[config.mk]
export PLATFORM = sky130hd
export DESIGN_NAME = uart_cmd_ctrl
export DESIGN_NICKNAME = d
export VERILOG_FILES = /design/src/rtl/uart_cmd_ctrl.sv
export SDC_FILE = /design/constraint.sdc
export NUM_CORES = 1
export LEC_CHECK = 0
export ABC_AREA = 1
export BUFFER_PORTS_ARGS = -buffer_cell sky130_fd_sc_hd__buf_2
export CAP_MARGIN = 30
export CORE_MARGIN = 3
export CORE_UTILIZATION = 52
export CTS_BUF_LIST = sky130_fd_sc_hd__clkbuf_16
export DETAILED_ROUTE_END_ITERATION = 10
export PLACE_DENSITY = 0.68
export SETUP_SLACK_MARGIN = 0.15
export SLEW_MARGIN = 25
export SYNTH_ARGS = -nofsm -noshare
export SYNTH_HDL_FRONTEND = slang
export SYNTH_SLANG_ARGS = --single-unit
[constraint.sdc]
create_clock -name clk -period 2.2 [get_ports clk]
set_input_delay 0.11 -clock clk [delete_from_list [all_inputs] [get_ports clk]]
set_output_delay 0.11 -clock clk [all_outputs]
set_load 0.05 [all_outputs]
[src/rtl/uart_cmd_ctrl.sv]
// rtl/uart_cmd_ctrl.sv - UART command decoder with response FIFO and transmit sequencer.
// Optional echo of every received byte is enabled with `define UART_CMD_ECHO_EN.
module uart_cmd_ctrl #(
    parameter int FIFO_DEPTH = 4
) (
    input  logic       clk,
    input  logic       rst,
    input  logic [7:0] rx_data,
    input  logic       rx_done,
    input  logic       tx_busy,
    output logic       tx_start,
    output logic [7:0] tx_data,
    output logic       run_pulse,
    output logic       stop_pulse,
    output logic       clear_pulse,
    output logic       mode_pulse,
    output logic       cmd_err,
    output logic       fifo_full
);

    localparam int PW = $clog2(FIFO_DEPTH);
    localparam int CW = $clog2(FIFO_DEPTH) + 1;

    typedef enum logic [1:0] {
        IDLE      = 2'd0,
        WAIT_BUSY = 2'd1,
        WAIT_DONE = 2'd2
    } tx_state_t;

    tx_state_t         state_q, state_d;
    logic              tx_start_q, tx_start_d;
    logic [7:0]        tx_data_q, tx_data_d;
    logic              run_q, run_d;
    logic              stop_q, stop_d;
    logic              clear_q, clear_d;
    logic              mode_q, mode_d;
    logic              err_q, err_d;
    logic [7:0]        resp_q, resp_d;
    logic              resp_pend_q, resp_pend_d;
    logic [PW-1:0]     wr_ptr_q, wr_ptr_d;
    logic [PW-1:0]     rd_ptr_q, rd_ptr_d;
    logic [CW-1:0]     count_q, count_d;
    logic [7:0]        mem_q [FIFO_DEPTH];

    logic              dec_run, dec_stop, dec_clear, dec_mode, dec_ign, dec_err;
    logic              busy_rx, accept;
    logic              push_req, do_push, do_pop, full;
    logic [7:0]        push_data;

`ifdef UART_CMD_ECHO_EN
    logic [7:0]        echo_q, echo_d;
    logic              echo_pend_q, echo_pend_d;
    logic              resp_ok_q, resp_ok_d;
`endif

    always_comb begin
        dec_run   = (rx_data == 8'h72) || (rx_data == 8'h52);
        dec_stop  = (rx_data == 8'h73) || (rx_data == 8'h53);
        dec_clear = (rx_data == 8'h63) || (rx_data == 8'h43);
        dec_mode  = (rx_data == 8'h6D) || (rx_data == 8'h4D);
        dec_ign   = (rx_data == 8'h0D) || (rx_data == 8'h0A);
        dec_err   = !(dec_run || dec_stop || dec_clear || dec_mode || dec_ign);
    end

    assign full   = (count_q == CW'(FIFO_DEPTH));
    assign do_pop = (state_q == IDLE) && (count_q != '0) && !tx_busy;

    // A byte still waiting to reach the FIFO blocks new captures entirely.
    always_comb begin
        run_d     = 1'b0;
        stop_d    = 1'b0;
        clear_d   = 1'b0;
        mode_d    = 1'b0;
        err_d     = 1'b0;
        resp_d    = resp_q;
`ifdef UART_CMD_ECHO_EN
        busy_rx     = echo_pend_q || resp_pend_q;
        accept      = rx_done && !busy_rx;
        echo_d      = accept ? rx_data : echo_q;
        echo_pend_d = accept;
        resp_ok_d   = accept ? !dec_ign : resp_ok_q;
        resp_pend_d = echo_pend_q && resp_ok_q;
        push_req    = echo_pend_q || resp_pend_q;
        push_data   = echo_pend_q ? echo_q : resp_q;
`else
        busy_rx     = resp_pend_q;
        accept      = rx_done && !busy_rx;
        resp_pend_d = accept && !dec_ign;
        push_req    = resp_pend_q;
        push_data   = resp_q;
`endif
        if (accept) begin
            run_d   = dec_run;
            stop_d  = dec_stop;
            clear_d = dec_clear;
            mode_d  = dec_mode;
            err_d   = dec_err;
            if (dec_run)        resp_d = 8'h52;
            else if (dec_stop)  resp_d = 8'h53;
            else if (dec_clear) resp_d = 8'h43;
            else if (dec_mode)  resp_d = 8'h4D;
            else                resp_d = 8'h3F;
        end
    end

    // Push into a full FIFO is accepted only when the head leaves in the same cycle.
    always_comb begin
        do_push  = push_req && (!full || do_pop);
        wr_ptr_d = do_push ? wr_ptr_q + PW'(1) : wr_ptr_q;
        rd_ptr_d = do_pop  ? rd_ptr_q + PW'(1) : rd_ptr_q;
        count_d  = count_q + CW'(do_push) - CW'(do_pop);
    end

    always_comb begin
        state_d    = state_q;
        tx_start_d = 1'b0;
        tx_data_d  = tx_data_q;
        case (state_q)
            IDLE: begin
                if (do_pop) begin
                    tx_start_d = 1'b1;
                    tx_data_d  = mem_q[rd_ptr_q];
                    state_d    = WAIT_BUSY;
                end
            end
            WAIT_BUSY: if (tx_busy)  state_d = WAIT_DONE;
            WAIT_DONE: if (!tx_busy) state_d = IDLE;
            default:   state_d = IDLE;
        endcase
    end

    always_ff @(posedge clk or posedge rst) begin
        if (rst) begin
            state_q     <= IDLE;
            tx_start_q  <= 1'b0;
            tx_data_q   <= 8'h00;
            run_q       <= 1'b0;
            stop_q      <= 1'b0;
            clear_q     <= 1'b0;
            mode_q      <= 1'b0;
            err_q       <= 1'b0;
            resp_q      <= 8'h00;
            resp_pend_q <= 1'b0;
            wr_ptr_q    <= '0;
            rd_ptr_q    <= '0;
            count_q     <= '0;
`ifdef UART_CMD_ECHO_EN
            echo_q      <= 8'h00;
            echo_pend_q <= 1'b0;
            resp_ok_q   <= 1'b0;
`endif
        end else begin
            state_q     <= state_d;
            tx_start_q  <= tx_start_d;
            tx_data_q   <= tx_data_d;
            run_q       <= run_d;
            stop_q      <= stop_d;
            clear_q     <= clear_d;
            mode_q      <= mode_d;
            err_q       <= err_d;
            resp_q      <= resp_d;
            resp_pend_q <= resp_pend_d;
            wr_ptr_q    <= wr_ptr_d;
            rd_ptr_q    <= rd_ptr_d;
            count_q     <= count_d;
`ifdef UART_CMD_ECHO_EN
            echo_q      <= echo_d;
            echo_pend_q <= echo_pend_d;
            resp_ok_q   <= resp_ok_d;
`endif
        end
    end

    // Storage needs no reset; the pointers and count define what is valid.
    always_ff @(posedge clk) begin
        if (do_push) mem_q[wr_ptr_q] <= push_data;
    end

    assign tx_start    = tx_start_q;
    assign tx_data     = tx_data_q;
    assign run_pulse   = run_q;
    assign stop_pulse  = stop_q;
    assign clear_pulse = clear_q;
    assign mode_pulse  = mode_q;
    assign cmd_err     = err_q;
    assign fifo_full   = full;

endmodule

== Yosys cells after proc, flatten, opt, wreduce, memory -nomap -nowiden ==
Memory sizes are Yosys's and may differ from the RTL's. A register that Yosys moved wholly into a read port is not among the register bits.
Index checks and enable logic that the tools add are counted.

* Flip-flop bits (word level): 24
* Bits in latches: 0
* Memory bits (writable): 32
* Bits in read-only memories: 0
* Bits of input ports: 12
* Output and inout bits: 15
* Logic and storage cells: 74
* Memories kept: 1

* Add/subtract/negate cells: 4
* Multiply operators: 0
* Div/mod/pow operators: 0
* Magnitude comparators: 0
* Eq/ne operators: 16
* Shifts and indexed selects: 0
* Mux-type cells: 17
* Bitwise operators: 0
* Reduce and logical (&&, ||, !) cells: 24

{| class="wikitable"
|+ Memories
! name !! depth !! bits a word !! read ports !! clocked after Yosys merged registers in !! wr ports !! line !! source
|-
| mem_q || 4 || 8 || 1 || 1 || 1 || 43 || <nowiki>logic [7:0] mem_q [FIFO_DEPTH];</nowiki>
|}

{| class="wikitable"
|+ Operators by type and width
! kind !! number
|-
| 8-bit by 7-bit equality test with 1-bit output, second input constant || 8
|-
| 7-bit two-way mux || 4
|-
| 8-bit by 4-bit equality test with 1-bit output, second input constant || 2
|-
| 1-bit logical OR || 10
|-
| 1-bit two-way mux || 9
|-
| 2-bit two-way mux || 3
|-
| 2-bit != test, second input constant || 3
|-
| 2-bit one-hot mux with 3 select lines || 1
|-
| 1-bit logical AND || 5
|-
| 1-bit logical NOT || 5
|-
| 2-bit by 1-bit adder with 2-bit output, second input constant || 2
|-
| 3-bit by 1-bit adder with 3-bit output || 1
|-
| 3-bit equality test, second input constant || 1
|-
| 3-bit AND reduction || 1
|-
| 3-bit nonzero test || 1
|-
| 3-bit by 1-bit subtractor with 3-bit output || 1
|-
| 2-bit by 1-bit equality test with 1-bit output, second input constant || 1
|-
| 2-bit equality test, second input constant || 1
|-
| 2-bit logical NOT || 1
|-
| 2-bit AND reduction || 1
|}

== Depth between registers and ports, before layout ==
Gate-level depths: netlist (run 1).

* Word-level depth: 8
* Gate-level depth with buffers: 10
* Gate-level depth less buffers: 10

== Worst setup path after synthesis (run 1) ==
OpenSTA, ideal clock, no wires.

* Path kind: register to register
* Start point: reg count_q[1]
* End point: reg count_q[2]
* Setup time: 0.123 ns
* Arrival: 2.066 ns
* Data required time: 2.077 ns
* Setup slack: 0.011 ns
* Cell stages (with the launch flop): 11
* Buffers on the path: 0
* Cells stage by stage: dfrtp_1 > inv_1 > nand2_1 > nor2_2 > nand2_2 > nand2_4 > xor2_1 > ha_1 > inv_1 > fa_1 > xnor2_1

* Elaborated cells between the ends (all ways): 9

{| class="wikitable"
|+ RTL lines
! element !! line !! source
|-
| from (decl) || 42 || <nowiki>logic [CW-1:0] count_q, count_d;</nowiki>
|-
| from (signal assigned) || 165 || <nowiki>count_q <= count_d;</nowiki>
|-
| 3-bit equality test || 65 || <nowiki>assign full = (count_q == CW'(FIFO_DEPTH));</nowiki>
|-
| via fifo_full || 18 || <nowiki>output logic fifo_full</nowiki>
|-
| 1-bit logical NOT || 108 || <nowiki>do_push = push_req && (!full || do_pop);</nowiki>
|-
| 1-bit logical OR || 108 ||
|-
| 1-bit logical AND || 108 ||
|-
| 3-bit by 1-bit adder with 3-bit output || 111 || <nowiki>count_d = count_q + CW'(do_push) - CW'(do_pop);</nowiki>
|-
| 3-bit by 1-bit subtractor with 3-bit output || 111 ||
|-
| via count_d[2] || 42 ||
|}

The timed path passes the listed nets, and every way through them passes these cells.
A chain may end at the register's enable or synchronous reset.

== Worst setup path in the final report (run 1) ==
* Start point: reg count_q[1]
* End point: reg count_q[2]

* Cells in the longest elaborated chain, start to end: 7
* Elaborated cells between the ends (all ways): 9

{| class="wikitable"
|+ RTL lines
! element !! line !! source
|-
| 3-bit nonzero test || 66 || <nowiki>assign do_pop = (state_q == IDLE) && (count_q != '0) && !tx_busy;</nowiki>
|-
| 1-bit logical AND (2 in series) || 66 ||
|-
| 1-bit logical OR || 108 ||
|-
| 1-bit logical AND || 108 ||
|-
| 3-bit by 1-bit adder with 3-bit output || 111 ||
|-
| 3-bit by 1-bit subtractor with 3-bit output (*) || 111 ||
|-
| via count_d[2] || 42 ||
|}

Mark *: on every way through the listed nets, which the timed path passes. The rest lies on a longest branch.

==> reports/qor.csv, run 1 <==
metric,value,unit
outcome,completed,
# diodes,0,
Hold Startpoint,tx_busy,
Power Dens Cells,1210,mW/mm^2
worst r2r src,count_q[1],
clock skew,0.00341,ns
number of top-level pins,27,
clk sinks,52,
GRT overflow,0,
Peak VDD IR,393,uV
first-pass GRT wire length,6180,um
clk buf depth,2,
kind of critical path,reg2reg,
worst-skew pair later-pin latency,0.28,ns
final WL,3480,um
# Post-CTS Setup Buffers,0,
Post-DP HPWL,2600,um
Post-DRT Antenna Nets,0,
Nets,277,
Die ar.,0.00522,mm^2
average wire per standard cell,11.2,um
routability cong.,0.755,
number of max-cap violations,0,
CTS tree,done,
critical path startpoint category,flip-flop,
GR Util All Layers,15.4,%
Worst Path Max Fanout,7,
setup violators final,0,
Core Area,0.00412,mm^2
max-slew violations,0,
Area Growth Syn to Fin,13.3,%
Worst EP arrival,2.03,ns
Port Buffers,25,
largest net degree at the start of global routing,29,
critical path data required time,2.37,ns
Worst slew margin,63.1,%
root buffer cell,clkbuf_16,
DRT iter0 DRCs,72,
H-tree levels,2,
Non-Filler Instances,310,
floorplan die width,72.2,um
Synth Instances,230,
Leak,1.23,nW
ranking of synthesized cells by area,"edfxtp_1, dfrtp_1, nand2_1",
Synth cell types,25,
Worst-Margin Slew,0.551,ns
dominant cell type by area after synthesis,edfxtp_1,
Post-Syn Area,0.00228,mm^2
Period minus WS final,1.86,ns
CTS Buf Count,5,
post-synthesis sequential area ratio,62.3,%
fmax,537,MHz
Synth top area share,31.6,%
Worst Setup SP,count_q[1],
Initial DRT Pass Iterations,4,
post-synthesis area per instance,9.92,um^2
clk slew on worst S/H paths,0.06,ns
Yosys reg bits,52,
Die Height,72.2,um
Tcrit/Tclk final,84.6,%
setup TNS,0,ns
layout cell share with drive strength beyond 1,18.1,%
initial antenna violation count,0,
vias in the first global route,1420,
# rows,23,
Min-Delay Path Class,in2reg,
Syn Nets,248,
Fin. Hold Viols,0,
starting density of the core,55.4,%
RSZ-0062 raised after global routing,false,
Via-to-Cell Ratio,4.69,
post-route DRC violation count,0,
Critical Path Sink Type,flip-flop,
Vias,1453,
synth warn,0,
Post-Place Cells,301,
==> synthesized netlist by cell type (all sizes together) <==
master,n
nand3,7
nor2,50
conb,1
edfxtp,24
a21oi,1
dfrtp,28
nand4,3
fa,1
buf,6
nand2,53
xor2,2
ha,5
inv,29
nor3,2
xnor2,2
o21ai,16
==> routing by layer <==
layer / up-vias / part of all wire (%) / track usage [%]
li1: 776 / - / -
met1: 644 / 45 / 18.9
met2: 27 / 49 / 25.5
met3: 6 / 4.7 / 4.29
met4: 0 / 1.8 / 6.26
met5: - / 0 / 0
==> registers in the layout (all words and copies together) (netlist names) <==
signal	cells
cmd_err	1
stop_pulse	1
wr_ptr_q	2
busy_rx	1
state_q	2
mode_pulse	1
clear_pulse	1
tx_start	1
mem_q	24
rd_ptr_q	2
push_data	6
tx_data	6
count_q	3
run_pulse	1
==> report_power, final <==
| group | switching (W) | internal [W] |
|---|---|---|
| registers | 0.000160 | 0.00122 |
| clock network | 0.000311 | 0.000413 |
| logic | 0.000710 | 0.000319 |
==> worst max-delay path, stage by stage (launching register included) <==
cell	delay [ns]
dfrtp_1	0.42
inv_1	0.09
nand2_1	0.08
nor2_4	0.10
nand2_2	0.08
nand2_4	0.10
xor2_1	0.15
ha_1	0.16
inv_1	0.05
fa_1	0.37
xnor2_1	0.14
==> layout by cell type (no fill, tap or decap) <==
| master | synthesis | final |
|---|---|---|
| nor2_4 | 1 | 2 |
| o21ai_1 | 10 | 10 |
| nor3_1 | 2 | 2 |
| inv_2 | 5 | 5 |
| conb_1 | 1 | 1 |
| inv_1 | 24 | 24 |
| clkbuf_16 | 0 | 5 |
| ha_1 | 5 | 5 |
| dfrtp_1 | 28 | 28 |
| clkinv_1 | 0 | 1 |
| nor2_1 | 47 | 47 |
| clkinv_2 | 0 | 2 |
| buf_2 | 1 | 25 |
| nand2_4 | 2 | 2 |
| xnor2_1 | 2 | 2 |
| nand2_2 | 1 | 1 |
| nand2_1 | 50 | 50 |
| o21ai_0 | 6 | 6 |
| nand3_1 | 5 | 5 |
| dlygate4sd3_1 | 0 | 1 |
| a21oi_1 | 1 | 1 |
| buf_4 | 2 | 2 |
| xor2_1 | 2 | 2 |
| fa_1 | 1 | 1 |
| nand4_1 | 3 | 3 |
| nor2_2 | 2 | 1 |
| edfxtp_1 | 24 | 24 |
| nand3_2 | 2 | 2 |
==> logic make-up (layout without fill, tap and decap cells) <==
family	count (synthesis)	in the layout	synth area share, %
compound gates	17	17	3.73
xor+xnor	4	4	1.54
fa+ha+maj	6	6	3.62
buf+inv	35	65	7.13
flops	52	52	62.3
other cells	1	1	0.164
simple gates	115	115	21.5
==> repair_timing <==
| action | CTS | global route |
|---|---|---|
| hold buffers | 1 | 0 |
| resized for setup | 0 | 0 |
| setup endpoints to repair | 0 | 0 |
| endpoints found under the hold margin | 28 | 0 |
==> final timing paths <==
path | to | slack (ns) | cells after the start
worst min register to register | tx_data[1] | 0.47 | 2
worst min-delay path | state_q[1] | 0.08 | 3
min in group asynchronous | rd_ptr_q[0] | 0.44 | 4
worst max-delay path | count_q[2] | 0.34 | 10
worst max register to register | count_q[2] | 0.34 | 10
max in group asynchronous | push_data[6] | 1.49 | 4
==> cell type report <==
| class | count | area, um^2 |
|---|---|---|
| repair buffers | 28 | 150 |
| inverters | 29 | 109 |
| well taps | 50 | 62.6 |
| multi-input cells | 143 | 702 |
| clock inverters | 3 | 13.8 |
| fillers | 346 | 1530 |
| clock buffers | 5 | 125 |
| flip-flops and latches | 52 | 1420 |
==> stage by stage <==
| step | worst slack, ns | hold WS (ns) | util [%] | cell area (um^2) | total power (W) |
|---|---|---|---|---|---|
| finish | 0.339 | 0.0843 | 62.8 | 2580 | 0.00313 |
| detailed placement | 0.336 | 0.204 | 59.2 | 2430 | 0.00244 |
| CTS | 0.328 | 0.0758 | 62.8 | 2580 | 0.00318 |
| global route | 0.214 | 0.0817 | 62.8 | 2580 | 0.00336 |
| global placement | 0.415 | 0.191 | 59.2 | 2430 | 0.00241 |
| floorplan | 0.189 | 0.175 | - | 2290 | 0.00226 |
No activity file was read; power rests on OpenSTA's default activity.
==> run 2, diff against run 1 <==
--- a/config.mk
+++ b/config.mk
@@ -9,10 +9,10 @@
 export BUFFER_PORTS_ARGS = -buffer_cell sky130_fd_sc_hd__buf_2
 export CAP_MARGIN = 30
 export CORE_MARGIN = 3
-export CORE_UTILIZATION = 52
+export CORE_UTILIZATION = 51
 export CTS_BUF_LIST = sky130_fd_sc_hd__clkbuf_16
 export DETAILED_ROUTE_END_ITERATION = 10
-export PLACE_DENSITY = 0.68
+export PLACE_DENSITY = 0.7
 export SETUP_SLACK_MARGIN = 0.15
 export SLEW_MARGIN = 25
 export SYNTH_ARGS = -nofsm -noshare
==> constraint.sdc (replaced) <==
create_clock -name clk -period 1.62 [get_ports clk]
set_input_delay 0.081 -clock clk [delete_from_list [all_inputs] [get_ports clk]]
set_output_delay 0.081 -clock clk [all_outputs]
set_load 0.05 [all_outputs]
==> run 2 against run 1 <==
  * Largest power group unchanged
  * Via count up 9.4%
  * Count of clock-buffer cells in the layout unchanged
  * Sequential power rose by 33%
  * Design area grew 6.5%
  * Global-route usage is 1.4 points higher
  * Setup slack worse by 0.49 ns
  * Critical path depth shrank 2
  * Critical endpoint is now count_q[1]
  * The run now ends with setup timing left
==> reports/qor.csv, run 2 (synthesis gave the netlist of run 1 again) <==
metric,value,unit,change
Power Dens Cells,1720,mW/mm^2,was 1210 mW/mm^2
# rows,23,,unchanged
Filler Cells Inserted,359,,was 346
layout cell share with drive strength beyond 1,25.5,%,was 18.1%
Min-Delay Path Class,in2reg,,unchanged
CTS Buf Count,5,,unchanged
first-pass GRT wire length,6780,um,was 6180 um
"most used cell, CP",inv_1,,unchanged
setup violators final,2,,was 0
failing checks,setup timing,,
"slowest stage delay, CP",0.48,ns,was 0.42 ns
Die Height,72.9,um,was 72.2 um
area taken by flip-flops and latches,0.00142,mm^2,about the same
max FFs per register,24,,unchanged
Via-to-Cell Ratio,4.89,,was 4.69
Worst EP arrival,1.95,ns,was 2.03 ns
worst r2r src,count_q[0],,was count_q[1]
Worst Setup SP,count_q[0],,was count_q[1]
H-tree levels,2,,unchanged
"most common cell after layout, fill and taps aside",nand2_1,,unchanged
initial antenna violation count,0,,unchanged
Leak,1.31,nW,was 1.23 nW
final WL,4080,um,was 3480 um
Period minus WS final,1.77,ns,was 1.86 ns
Worst Path Max Fanout,3,,was 7
Post-Place Cells,314,,was 301
Final WS setup,-0.148,ns,was 0.339 ns
Post-DRT Antenna Nets,0,,unchanged
highest-count cells in the layout ignoring fill and taps,"nand2_1, nor2_1, dfrtp_1",,unchanged
critical path data required time,1.80,ns,was 2.37 ns
CP bufs+invs,2,,unchanged
critical path startpoint category,flip-flop,,unchanged
Vias,1590,,was 1453
DRT iter0 DRCs,56,,was 72
Peak VDD IR,621,uV,was 393 uV
number of top-level pins,27,,unchanged
# diodes,0,,unchanged
clk buf depth,2,,unchanged
max-slew violations,0,,unchanged
number of max-cap violations,0,,unchanged
outcome,finished with violations,,was completed
Area Growth Syn to Fin,20.7,%,was 13.3%
CP top delay family,adder cells,,unchanged
Fin. Hold Viols,0,,unchanged
crit-path cells,nor2_2 > nand2_2 > nand3_2 > xor2_2 > ha_1 > inv_1 > fa_1 > inv_1,,was inv_1 > nand2_1 > nor2_4 > nand2_2 > nand2_4 > xor2_1 > ha_1 > inv_1 > fa_1 > xnor2_1
Critical Path Sink Type,flip-flop,,unchanged
CTS tree,done,,unchanged
root buffer cell,clkbuf_16,,unchanged
Initial DRT Pass Iterations,4,,unchanged
final core utilization,66.4,%,was 62.8%
average wire per standard cell,12.5,um,was 11.2 um
clk slew on worst S/H paths,0.06,ns,about the same
Nets,292,,was 277
routability cong.,0.741,,was 0.755
Worst path slowest cell,fa_1,,was dfrtp_1
floorplan die width,72.9,um,was 72.2 um
Core Area,0.00414,mm^2,was 0.00412 mm^2
worst-skew pair later-pin latency,0.29,ns,was 0.28 ns
Hold Startpoint,tx_busy,,unchanged
fmax,566,MHz,was 537 MHz
GR Util All Layers,16.7,%,was 15.4%
Non-Filler Instances,325,,was 310
post-route DRC violation count,0,,unchanged
GRT overflow,0,,unchanged
Port Buffers,25,,unchanged
kind of critical path,reg2reg,,unchanged
clock skew,0.00567,ns,was 0.00341 ns
Post-DP HPWL,2900,um,was 2600 um
Tcrit/Tclk final,109,%,was 84.6%
dpl ws,-0.126,ns,was 0.336 ns
Die ar.,0.00531,mm^2,was 0.00522 mm^2
vias in the first global route,1499,,was 1420
largest net degree at the start of global routing,29,,unchanged
starting density of the core,55.0,%,was 55.4%
area occupied by multi-input gates,724,um^2,was 702 um^2
Largest Register,mem_q,,unchanged
clk sinks,52,,unchanged
RSZ-0062 raised after global routing,true,,was false
==> run 2: cell count changes in the layout (fill, tap and decap cells not counted), sizes merged <==
cell,change
clkinv,-2
buf,+15
clkinvlp,+1
bufinv,+1
==> run 2: where the power goes <==
part           total (W)  internal [W]  switching, W
clock network    0.00117      0.000725      0.000440
registers        0.00184       0.00165      0.000183
logic            0.00172      0.000590       0.00113
total            0.00472       0.00297       0.00176
==> run 2: worst reg2reg max path, stage by stage (launching register included) <==
cell and delay [ns]:
dfrtp_2 0.44, nor2_2 0.13, nand2_2 0.08, nand3_2 0.11
xor2_2 0.15, ha_1 0.16, inv_1 0.05, fa_1 0.48
inv_1 0.04
==> run 2: cell type report <==
| class | count | share of cell area, % |
|---|---|---|
| clock buffers | 5 | 4.55 |
| clock inverters | 3 | 1.55 |
| inverters | 29 | 3.95 |
| multi-input cells | 143 | 26.3 |
| flip-flops and latches | 52 | 51.7 |
| well taps | 50 | 2.27 |
| repair buffers | 43 | 9.68 |
==> run 2: worst paths after layout <==
check	endpoint	slack, ns	depth (start not counted)
setup / recovery	count_q[1]	-0.15	8
hold / removal	state_q[1]	0.05	3
setup reg to reg	count_q[1]	-0.15	8
hold reg to reg	tx_data[5]	0.48	2
max in group asynchronous	count_q[0]	0.93	4
min in group asynchronous	rd_ptr_q[1]	0.40	4
==> run 2: metrics by stage <==
stage          instance area [um^2]  total power (W)  hold WS (ns)  setup TNS [ns]
4_1_cts                        2710          0.00470        0.0460          -0.303
6_report                       2750          0.00472        0.0531          -0.277
5_1_grt                        2750          0.00501        0.0808          -0.446
3_3_place_gp                   2530          0.00344         0.161         -0.0855
2_1_floorplan                  2290          0.00309         0.146          -0.734
3_5_place_dp                   2530          0.00351         0.176          -0.240
==> run 2: repair_timing <==
| item | 4_1_cts | 5_1_grt |
|---|---|---|
| pin swaps | 0 | 5 |
| hold endpoints to repair | 28 | 0 |
| gates cloned | 0 | 0 |
| setup buffers | 0 | 2 |
| hold buffers | 1 | 0 |
| setup endpoints to repair | 2 | 26 |
| resized for setup | 0 | 7 |
==> run 2: per-layer routing <==
metal  track usage, %  share of wire, %  vias up
met5                0                 0        -
met1             21.6                44      737
met4             6.76               1.7        0
met3             3.72               4.9        6
met2             27.4                49       43
li1                 -                 -      804
==> run 3, diff against run 2 <==
--- a/config.mk
+++ b/config.mk
@@ -12,9 +12,9 @@
 export CORE_UTILIZATION = 51
 export CTS_BUF_LIST = sky130_fd_sc_hd__clkbuf_16
 export DETAILED_ROUTE_END_ITERATION = 10
-export PLACE_DENSITY = 0.7
+export PLACE_DENSITY = 0.81
 export SETUP_SLACK_MARGIN = 0.15
-export SLEW_MARGIN = 25
+export SLEW_MARGIN = 20
 export SYNTH_ARGS = -nofsm -noshare
 export SYNTH_HDL_FRONTEND = slang
 export SYNTH_SLANG_ARGS = --single-unit
==> run 3 against run 2 <==
  * The run still ends with setup timing left
  * Flip-flop and latch count unchanged
  * Power shrank 5.0%
  * Utilization fell by 0.69 points
  * Combinational power down 3%
  * Highest routed layer unchanged
==> reports/qor.csv, run 3 (synthesis gave the netlist of run 1 again) <==
metric,value,unit,change
fmax,578,MHz,was 566 MHz
Core Area,0.00414,mm^2,unchanged
number of max-cap violations,0,,unchanged
H-tree levels,2,,unchanged
clock skew,0.00627,ns,was 0.00567 ns
Critical Path Sink Type,flip-flop,,unchanged
Worst EP arrival,1.92,ns,was 1.95 ns
average wire per standard cell,12.2,um,was 12.5 um
CTS tree,done,,unchanged
Post-DP HPWL,2850,um,was 2900 um
final WL,3960,um,was 4080 um
critical path startpoint category,flip-flop,,unchanged
Filler Cells Inserted,327,,was 359
Power Dens Cells,1650,mW/mm^2,was 1720 mW/mm^2
final core utilization,65.7,%,was 66.4%
vias in the first global route,1527,,was 1499
# diodes,0,,unchanged
Period minus WS final,1.73,ns,was 1.77 ns
GR Util All Layers,16.8,%,was 16.7%
outcome,finished with violations,,unchanged
dpl ws,-0.117,ns,was -0.126 ns
largest net degree at the start of global routing,29,,unchanged
area taken by flip-flops and latches,0.00142,mm^2,about the same
clk sinks,52,,unchanged
highest-count cells in the layout ignoring fill and taps,"nand2_1, nor2_1, dfrtp_1",,unchanged
# rows,23,,unchanged
final instance area,0.00272,mm^2,was 0.00275 mm^2
root buffer cell,clkbuf_16,,unchanged
DRT iter0 DRCs,86,,was 56
max FFs per register,24,,unchanged
area occupied by multi-input gates,719,um^2,was 724 um^2
first-pass GRT wire length,6630,um,was 6780 um
max-slew violations,0,,unchanged
Post-DRT Antenna Nets,0,,unchanged
Peak VDD IR,882,uV,was 621 uV
Fin. Hold Viols,0,,unchanged
Min-Delay Path Class,in2reg,,unchanged
kind of critical path,reg2reg,,unchanged
initial antenna violation count,0,,unchanged
Initial DRT Pass Iterations,4,,unchanged
clk buf depth,2,,unchanged
Die Height,72.9,um,unchanged
Via-to-Cell Ratio,4.90,,was 4.89
Vias,1593,,was 1590
"most common cell after layout, fill and taps aside",nand2_1,,unchanged
Post-DP Area,0.00253,mm^2,unchanged
number of top-level pins,27,,unchanged
clk slew on worst S/H paths,0.06,ns,about the same
Port Buffers,25,,unchanged
floorplan die width,72.9,um,unchanged
routability cong.,0.800,,was 0.741
starting density of the core,55.0,%,unchanged
RSZ-0062 raised after global routing,true,,unchanged
CTS Buf Count,5,,unchanged
setup violators final,2,,unchanged
failing checks,setup timing,,unchanged
Die ar.,0.00531,mm^2,unchanged
Nets,293,,was 292
Final WS setup,-0.109,ns,was -0.148 ns
worst-skew pair later-pin latency,0.29,ns,about the same
Area Growth Syn to Fin,19.4,%,was 20.7%
Worst Path Max Fanout,2,,was 3
setup TNS,-0.216,ns,was -0.277 ns
GRT overflow,0,,unchanged
critical path data required time,1.81,ns,was 1.80 ns
Largest Register,mem_q,,unchanged
Leak,1.31,nW,about the same
Tcrit/Tclk final,107,%,was 109%
post-route DRC violation count,0,,unchanged
layout cell share with drive strength beyond 1,24.0,%,was 25.5%
[run 3: cell types whose count changed in the layout (fill, tap and decap cells not counted), sizes merged]
cell / previous run / this run
clkinvlp: 1 / 0
buf: 42 / 43
bufinv: 1 / 0
inv: 29 / 30
[run 3: where the power goes]
| group | internal, W | switching [W] | total [W] |
|---|---|---|---|
| clock | 0.000555 | 0.000417 | 0.000972 |
| sequential | 0.00165 | 0.000189 | 0.00184 |
| combinational | 0.000586 | 0.00109 | 0.00167 |
[run 3: worst max-delay path, stage by stage (launching register included)]
cell and delay (ns):
dfrtp_1 0.40, nor2_2 0.14, nand2_1 0.07, nand2_2 0.10
nand2_4 0.05, xor2_1 0.14, ha_1 0.16, inv_1 0.05
fa_1 0.47, inv_1 0.04
[run 3: path summary, 6_finish.rpt]
kind / slack [ns] / depth (start not counted) / end / startpoint
min in group asynchronous: 0.39 / 4 / tx_data[6] / rst
max reg2reg: -0.11 / 9 / count_q[1] / state_q[1]
min reg2reg: 0.48 / 2 / tx_data[4] / tx_data[4]
max in group asynchronous: 0.96 / 4 / mode_pulse / rst
max: -0.11 / 9 / count_q[1] / state_q[1]
min: 0.06 / 3 / state_q[1] / tx_busy
[run 3: repair_timing]
action	in CTS	in global routing
resized for setup	0	6
setup endpoints to repair	2	26
hold endpoints to repair	28	0
buffers inserted	2	1
hold buffers	1	0
[run 3: final cells by class]
cell class / instances / area share (%)
Sequential cell: 52 / 52.2
Clock inverter: 2 / 0.322
Timing Repair Buffer: 44 / 10.2
Inverter: 29 / 4.00
Clock buffer: 5 / 4.59
Tap cell: 50 / 2.30
Multi-Input combinational cell: 143 / 26.4
[run 3: stage by stage]
stage	instances	total power (W)	hold WS [ns]
after CTS	324	0.00449	0.0521
after global routing	325	0.00478	0.0550
after floorplan	230	0.00309	0.146
after detailed placement	314	0.00349	0.169
final	325	0.00449	0.0557
after global placement	314	0.00342	0.159
[run 3: per-layer routing]
metal | part of all wire, % | global-route usage [%] | up-vias
met1 | 43 | 19.5 | 738
met2 | 48 | 27.1 | 42
met4 | 3.2 | 10.2 | 0
met3 | 5.6 | 5.51 | 8
met5 | 0 | 0 | -
li1 | - | - | 805
